[src/rtl/ft_tx_arbiter.sv]
// Two-channel packet arbiter feeding the write side of an FT245 out FIFO.
// Each packet is sent as header {4'hC,3'b000,id}, length, then exactly length payload bytes.
module ft_tx_arbiter #(
    parameter logic [15:0] TIMEOUT = 16'd1024,
    parameter logic [7:0]  PAD     = 8'h00
) (
    input  logic       clk,
    input  logic       rst,
    input  logic       ch0_req,
    input  logic       ch1_req,
    input  logic [7:0] ch0_len,
    input  logic [7:0] ch1_len,
    input  logic       ch0_empty,
    input  logic       ch1_empty,
    input  logic [7:0] ch0_data,
    input  logic [7:0] ch1_data,
    output logic       ch0_rd,
    output logic       ch1_rd,
    output logic       ch0_done,
    output logic       ch1_done,
    input  logic       out_fifo_full,
    output logic       out_fifo_wr,
    output logic [7:0] out_fifo_data,
    output logic [1:0] grant,
    output logic       busy,
    output logic       timeout_err,
    input  logic       clear_err
);

    localparam int unsigned LEN_W   = 8;
    localparam int unsigned STALL_W = 16;

    typedef enum logic [2:0] {
        S_IDLE = 3'd0,
        S_HDR  = 3'd1,
        S_LEN  = 3'd2,
        S_DATA = 3'd3,
        S_DONE = 3'd4
    } state_e;

    state_e             state_q, state_d;
    logic               id_q, id_d;
    logic [LEN_W-1:0]   len_q, len_d;
    logic [LEN_W-1:0]   rem_q, rem_d;
    logic [STALL_W-1:0] stall_q, stall_d;
    logic               pad_q, pad_d;
    logic               last_q, last_d;
    logic               err_q, err_d;
    logic               busy_q, busy_d;
    logic [1:0]         grant_q, grant_d;
    logic [1:0]         done_q, done_d;

    logic               src_empty;
    logic [7:0]         src_data;
    logic               win;

    assign src_empty = id_q ? ch1_empty : ch0_empty;
    assign src_data  = id_q ? ch1_data  : ch0_data;

    // Round-robin: on a tie the channel not granted last wins.
    assign win = (ch0_req && ch1_req) ? ~last_q : ch1_req;

    assign grant       = grant_q;
    assign busy        = busy_q;
    assign timeout_err = err_q;
    assign ch0_done    = done_q[0];
    assign ch1_done    = done_q[1];

    // State and datapath registers
    always_ff @(posedge clk or negedge rst) begin
        if (!rst) begin
            state_q <= S_IDLE;
            id_q    <= 1'b0;
            len_q   <= '0;
            rem_q   <= '0;
            stall_q <= '0;
            pad_q   <= 1'b0;
            last_q  <= 1'b1;
            err_q   <= 1'b0;
            busy_q  <= 1'b0;
            grant_q <= 2'b00;
            done_q  <= 2'b00;
        end else begin
            state_q <= state_d;
            id_q    <= id_d;
            len_q   <= len_d;
            rem_q   <= rem_d;
            stall_q <= stall_d;
            pad_q   <= pad_d;
            last_q  <= last_d;
            err_q   <= err_d;
            busy_q  <= busy_d;
            grant_q <= grant_d;
            done_q  <= done_d;
        end
    end

    // Next-state and datapath updates
    always_comb begin
        state_d = state_q;
        id_d    = id_q;
        len_d   = len_q;
        rem_d   = rem_q;
        stall_d = stall_q;
        pad_d   = pad_q;
        last_d  = last_q;
        grant_d = grant_q;
        done_d  = 2'b00;
        err_d   = clear_err ? 1'b0 : err_q;

        case (state_q)
            S_IDLE: begin
                if (ch0_req || ch1_req) begin
                    id_d    = win;
                    len_d   = win ? ch1_len : ch0_len;
                    rem_d   = win ? ch1_len : ch0_len;
                    grant_d = win ? 2'b10 : 2'b01;
                    stall_d = '0;
                    pad_d   = 1'b0;
                    state_d = S_HDR;
                end
            end
            S_HDR: begin
                if (out_fifo_wr) begin
                    state_d = S_LEN;
                end
            end
            S_LEN: begin
                if (out_fifo_wr) begin
                    if (len_q == '0) begin
                        state_d = S_DONE;
                        done_d  = id_q ? 2'b10 : 2'b01;
                    end else begin
                        state_d = S_DATA;
                    end
                end
            end
            S_DATA: begin
                if (out_fifo_wr) begin
                    rem_d   = rem_q - LEN_W'(1);
                    stall_d = '0;
                    if (rem_q == LEN_W'(1)) begin
                        state_d = S_DONE;
                        done_d  = id_q ? 2'b10 : 2'b01;
                    end
                end else if (!pad_q && src_empty && !out_fifo_full) begin
                    // Starved source: count, then switch to padding; set wins over clear.
                    if (stall_q == TIMEOUT - STALL_W'(1)) begin
                        pad_d   = 1'b1;
                        err_d   = 1'b1;
                        stall_d = '0;
                    end else begin
                        stall_d = stall_q + STALL_W'(1);
                    end
                end
            end
            S_DONE: begin
                last_d  = id_q;
                grant_d = 2'b00;
                state_d = S_IDLE;
            end
            default: begin
                state_d = S_IDLE;
                grant_d = 2'b00;
            end
        endcase

        busy_d = (state_d != S_IDLE);
    end

    // Combinational strobes toward the sources and the out FIFO
    always_comb begin
        ch0_rd        = 1'b0;
        ch1_rd        = 1'b0;
        out_fifo_wr   = 1'b0;
        out_fifo_data = 8'h00;

        case (state_q)
            S_HDR: begin
                out_fifo_wr   = !out_fifo_full;
                out_fifo_data = {4'hC, 3'b000, id_q};
            end
            S_LEN: begin
                out_fifo_wr   = !out_fifo_full;
                out_fifo_data = len_q;
            end
            S_DATA: begin
                if (pad_q) begin
                    out_fifo_wr   = !out_fifo_full;
                    out_fifo_data = PAD;
                end else begin
                    out_fifo_wr   = !src_empty && !out_fifo_full;
                    out_fifo_data = src_data;
                    ch0_rd        = !id_q && out_fifo_wr;
                    ch1_rd        = id_q && out_fifo_wr;
                end
            end
            default: begin
                out_fifo_wr   = 1'b0;
                out_fifo_data = 8'h00;
            end
        endcase
    end

endmodule

[config.mk]
export PLATFORM = sky130hd
export DESIGN_NAME = ft_tx_arbiter
export DESIGN_NICKNAME = d
export VERILOG_FILES = /design/src/rtl/ft_tx_arbiter.sv
export SDC_FILE = /design/constraint.sdc
export NUM_CORES = 1
export LEC_CHECK = 0
export BUFFER_PORTS_ARGS = -buffer_cell sky130_fd_sc_hd__buf_2
export CORE_UTILIZATION = 55
export DETAILED_ROUTE_END_ITERATION = 12
export PLACE_DENSITY = 0.82
export REMOVE_ABC_BUFFERS = 1
export SYNTH_ARGS = -nofsm -noshare
export SYNTH_HDL_FRONTEND = slang
export SYNTH_SLANG_ARGS = --single-unit
[constraint.sdc]
create_clock -name clk -period 2.2 [get_ports clk]
set_clock_uncertainty 0.05 [all_clocks]
set_input_delay 0.33 -clock clk [delete_from_list [all_inputs] [get_ports clk]]
set_output_delay 0.33 -clock clk [all_outputs]
set_load 0.01 [all_outputs]
==> summary.txt <==
Logic synthesis
  – Synth Cell Area: 2660 sq um
  – EDFF count, synth: 0
  – Async SR Flop Fraction: 100%
  – #FFs+latches synth: 44
  – Synth Instances: 300
  – Netlist cell types: 57
  – Seq/Total Area, Yosys: 41.5%
  – Total number of yosys warnings: 0
  – Syn avg cell area: 8.85 sq um
  – Primary FF master, synth: dfrtp_1

Finish
  – Layout Nets: 409
  – Area Overhead vs Synth: 18.2%
  – Fill cells: 353
  – Share of layout cells above drive strength 1: 25.9%
  – Number of diodes: 0
  – Post-route cell area: 3140 sq um

Floorplanning
  – FP Rows: 24
  – # IOs: 57
  – Die Height: 71.5 um
  – Die width: 71.5 um
  – Die area: 5110 sq um
  – Core footprint: 4500 sq um
  – Initial Util: 58.9%

Setup path
  – Maximum fanout along the worst path: 12
  – Setup CP Type: reg -> out
  – Flop-to-flop setup slack: 270 ps
  – Startpoint types: flip-flop
  – CP endpoint kind: output port
  – Crit path required time: 1820 ps
  – Worst r2r src: state_q[2]$_DFF_PN0_
  – R2R depth: 5
  – Worst setup path end: out_fifo_wr
  – Worst r2r dst: stall_q[7]$_DFFE_PN0P_
  – Critical path data arrival time: 1680 ps
  – Crit path launch: state_q[1]$_DFF_PN0_

Flow run
  – Max_cap viols: 0

Timing
  – Final WS setup: 137 ps
  – Max Clk Rate: 485 MHz
  – Worst slew margin: 63.9%
  – Count of final setup violators: 0
  – Period Utilization, post-route: 93.8%
  – Crit path time final: 2060 ps
  – Final Max Tran Viols: 0
  – RSZ-0062 raised after global routing: no
  – Hold Slack: 26.0 ps
  – Worst slew pin tran: 541 ps
  – Final Hold Fails: 0

Power and ir drop
  – Max VDD drop: 0.728 mV
  – Clock power frac: 14.8%
  – Logic pwr share: 50.1%
  – PD cells: 1140 nW/um^2
  – Internal power: 2.06 mW
  – Reg power frac: 35.1%
  – Static Leakage: 1.45 nW
  – Net switching fraction of the power: 42.3%
  – Psw: 1.51 mW

GRT
  – Vias in the first global route: 2,307
  – GR Overflow Total: 0
  – Layer with the highest usage: met1
  – GR Layer Usage met2: 40.5%
  – Routing usage on met3: 3.52%
  – Initial antenna violation count: 0
  – First-pass GRT wire length: 11,000 um
  – Gr usage total: 27.1%
  – Met1 usage in global routing: 40.9%
  – Largest net degree at the start of global routing: 45

Clocking
  – PostCTS Resize Cnt: 0
  – H-tree depth: 2
  – Total CTS buffers: 5
  – Setup Buffers After CTS: 0
  – CTS clk-pin slew, worst paths: 80 ps
  – Worst-Skew Late Latency: 300 ps
  – CTS Sinks: 44
  – Hold_buf cts: 0
  – CTS root buf: clkbuf_8
  – CTS tree: done
  – Clock buffer depth: 2

Placed design
  – HPWL after DPL: 4670 um
  – Setup Slack @ Placement: 293 ps
  – DP Area: 3030 sq um
  – GP Congestion: 0.892
  – Buffers on Ports: 56

Routing
  – Iteration-0 DRC Markers: 225
  – Total number of vias: 2,572
  – DR WL/cell: 15.2 um
  – Antenna viol nets, final: 0
  – Avg Vias per Cell: 6.14
  – Detailed Routing Iterations Pass 1: 5
  – Post-Route WL: 6380 um
  – Drt drc: 0

Outcome
  – Status: finished clean

Min path
  – Min-delay worst type: in -> async
[power groups by stage]
| stage | registers (mW) | logic [mW] | clock network, mW |
|---|---|---|---|
| floorplan | 1.29 | 1.07 | 0 |
| global route | 1.28 | 2.00 | 0.561 |
| global placement | 1.26 | 1.71 | 0 |
| finish | 1.25 | 1.79 | 0.529 |
| detailed placement | 1.26 | 1.75 | 0 |
| CTS | 1.25 | 1.76 | 0.529 |
[critical path: stages (launching register included)]
cell,delay [ps]
dfrtp_1,400
buf_4,190
nand2_1,80
nor3_1,350
nor4_4,50
buf_4,170
buf_2,140
[cell usage in the layout (no fill, tap or decap), drive strengths merged, types with 3 or more instances in the layout]
cell,instances
ha,3
nor3,9
buf,72
or2,4
a21o,3
nand4,4
nor3b,4
nand3,14
nor2,28
or3,5
a22o,3
nor4,6
inv,7
o31ai,5
dfrtp,43
o21ai,33
nor2b,5
mux2i,18
a21oi,14
a31oi,9
clkbuf,8
nand2,40
[routing by layer]
metal  vias to the layer above  wire, um  part of all wire, %
met5                         -         0                    0
met4                         0        85                  1.3
met3                         9       361                  5.7
met2                        92      2930                   46
met1                      1239      3000                   47
li1                       1232         -                    -
[per-stage QoR]
step	power [mW]	setup TNS (ps)	instances	util [%]
3_3_place_gp	2.96	0	409	67.4
3_5_place_dp	3.01	0	409	67.4
4_1_cts	3.53	0	417	69.4
5_1_grt	3.84	0	419	69.7
2_1_floorplan	2.36	-1080	287	-
6_report	3.57	0	419	69.7
[layout make-up]
cell class | instances | area [sq um] | share of cell area (%)
timing repair buffer | 72 | 400 | 12.8
inverter | 7 | 26.3 | 0.837
sequential | 44 | 1100 | 35.1
clock buffer | 8 | 90.1 | 2.87
tap | 52 | 65.1 | 2.07
multi-input combinational | 236 | 1460 | 46.4
[worst min-delay path by stage]
stage	endpoint	cells past startpoint	slack [ps]
floorplan	busy$_DFF_PN0_	0	-20
global placement	done_q[1]$_DFF_PN0_	2	390
detailed placement	done_q[1]$_DFF_PN0_	2	390
CTS	done_q[1]$_DFF_PN0_	2	70
global route	done_q[1]$_DFF_PN0_	2	90
finish	done_q[1]$_DFF_PN0_	2	30
[synth_stat cells (all sizes together) (2+ instances only)]
master	n	share of area (%)
a211oi	2	0.57
a21o	3	0.85
a21oi	14	2.8
a22o	3	0.99
a22oi	2	0.57
a31oi	9	2.1
a41oi	2	0.66
buf	6	1.7
clkbuf	7	0.99
dfrtp	43	41
ha	3	1.4
inv	7	0.99
mux2i	18	6.8
nand2	40	5.7
nand3	14	2.6
nand3b	2	1.0
nand4	4	0.94
nor2	28	4.3
nor2b	5	1.2
nor3	9	1.7
nor3b	4	1.1
nor4	6	2.5
o21ai	33	6.4
o22ai	2	0.47
o31ai	5	1.4
or2	4	0.94
or3	5	1.3
or4	2	0.71
[state kept, by name (all words and copies together) (netlist names)]
register,flops
rem_q,8
last_q,1
timeout_err,1
done_q,2
id_q,1
pad_q,1
state_q,3
busy,1
stall_q,16
grant,2
len_q,8
[logic make-up (layout without fill, tap and decap cells)]
kind of cell	Yosys count	after routing	share of synthesized area (%)
flops	44	44	41.5
compound gates	82	82	19.1
buf+inv	20	87	3.68
fa+ha+maj	3	3	1.41
simple gates	131	131	26.8
mux	19	19	7.21
xor+xnor	1	1	0.330
No activity file was read; power rests on OpenSTA's default activity.
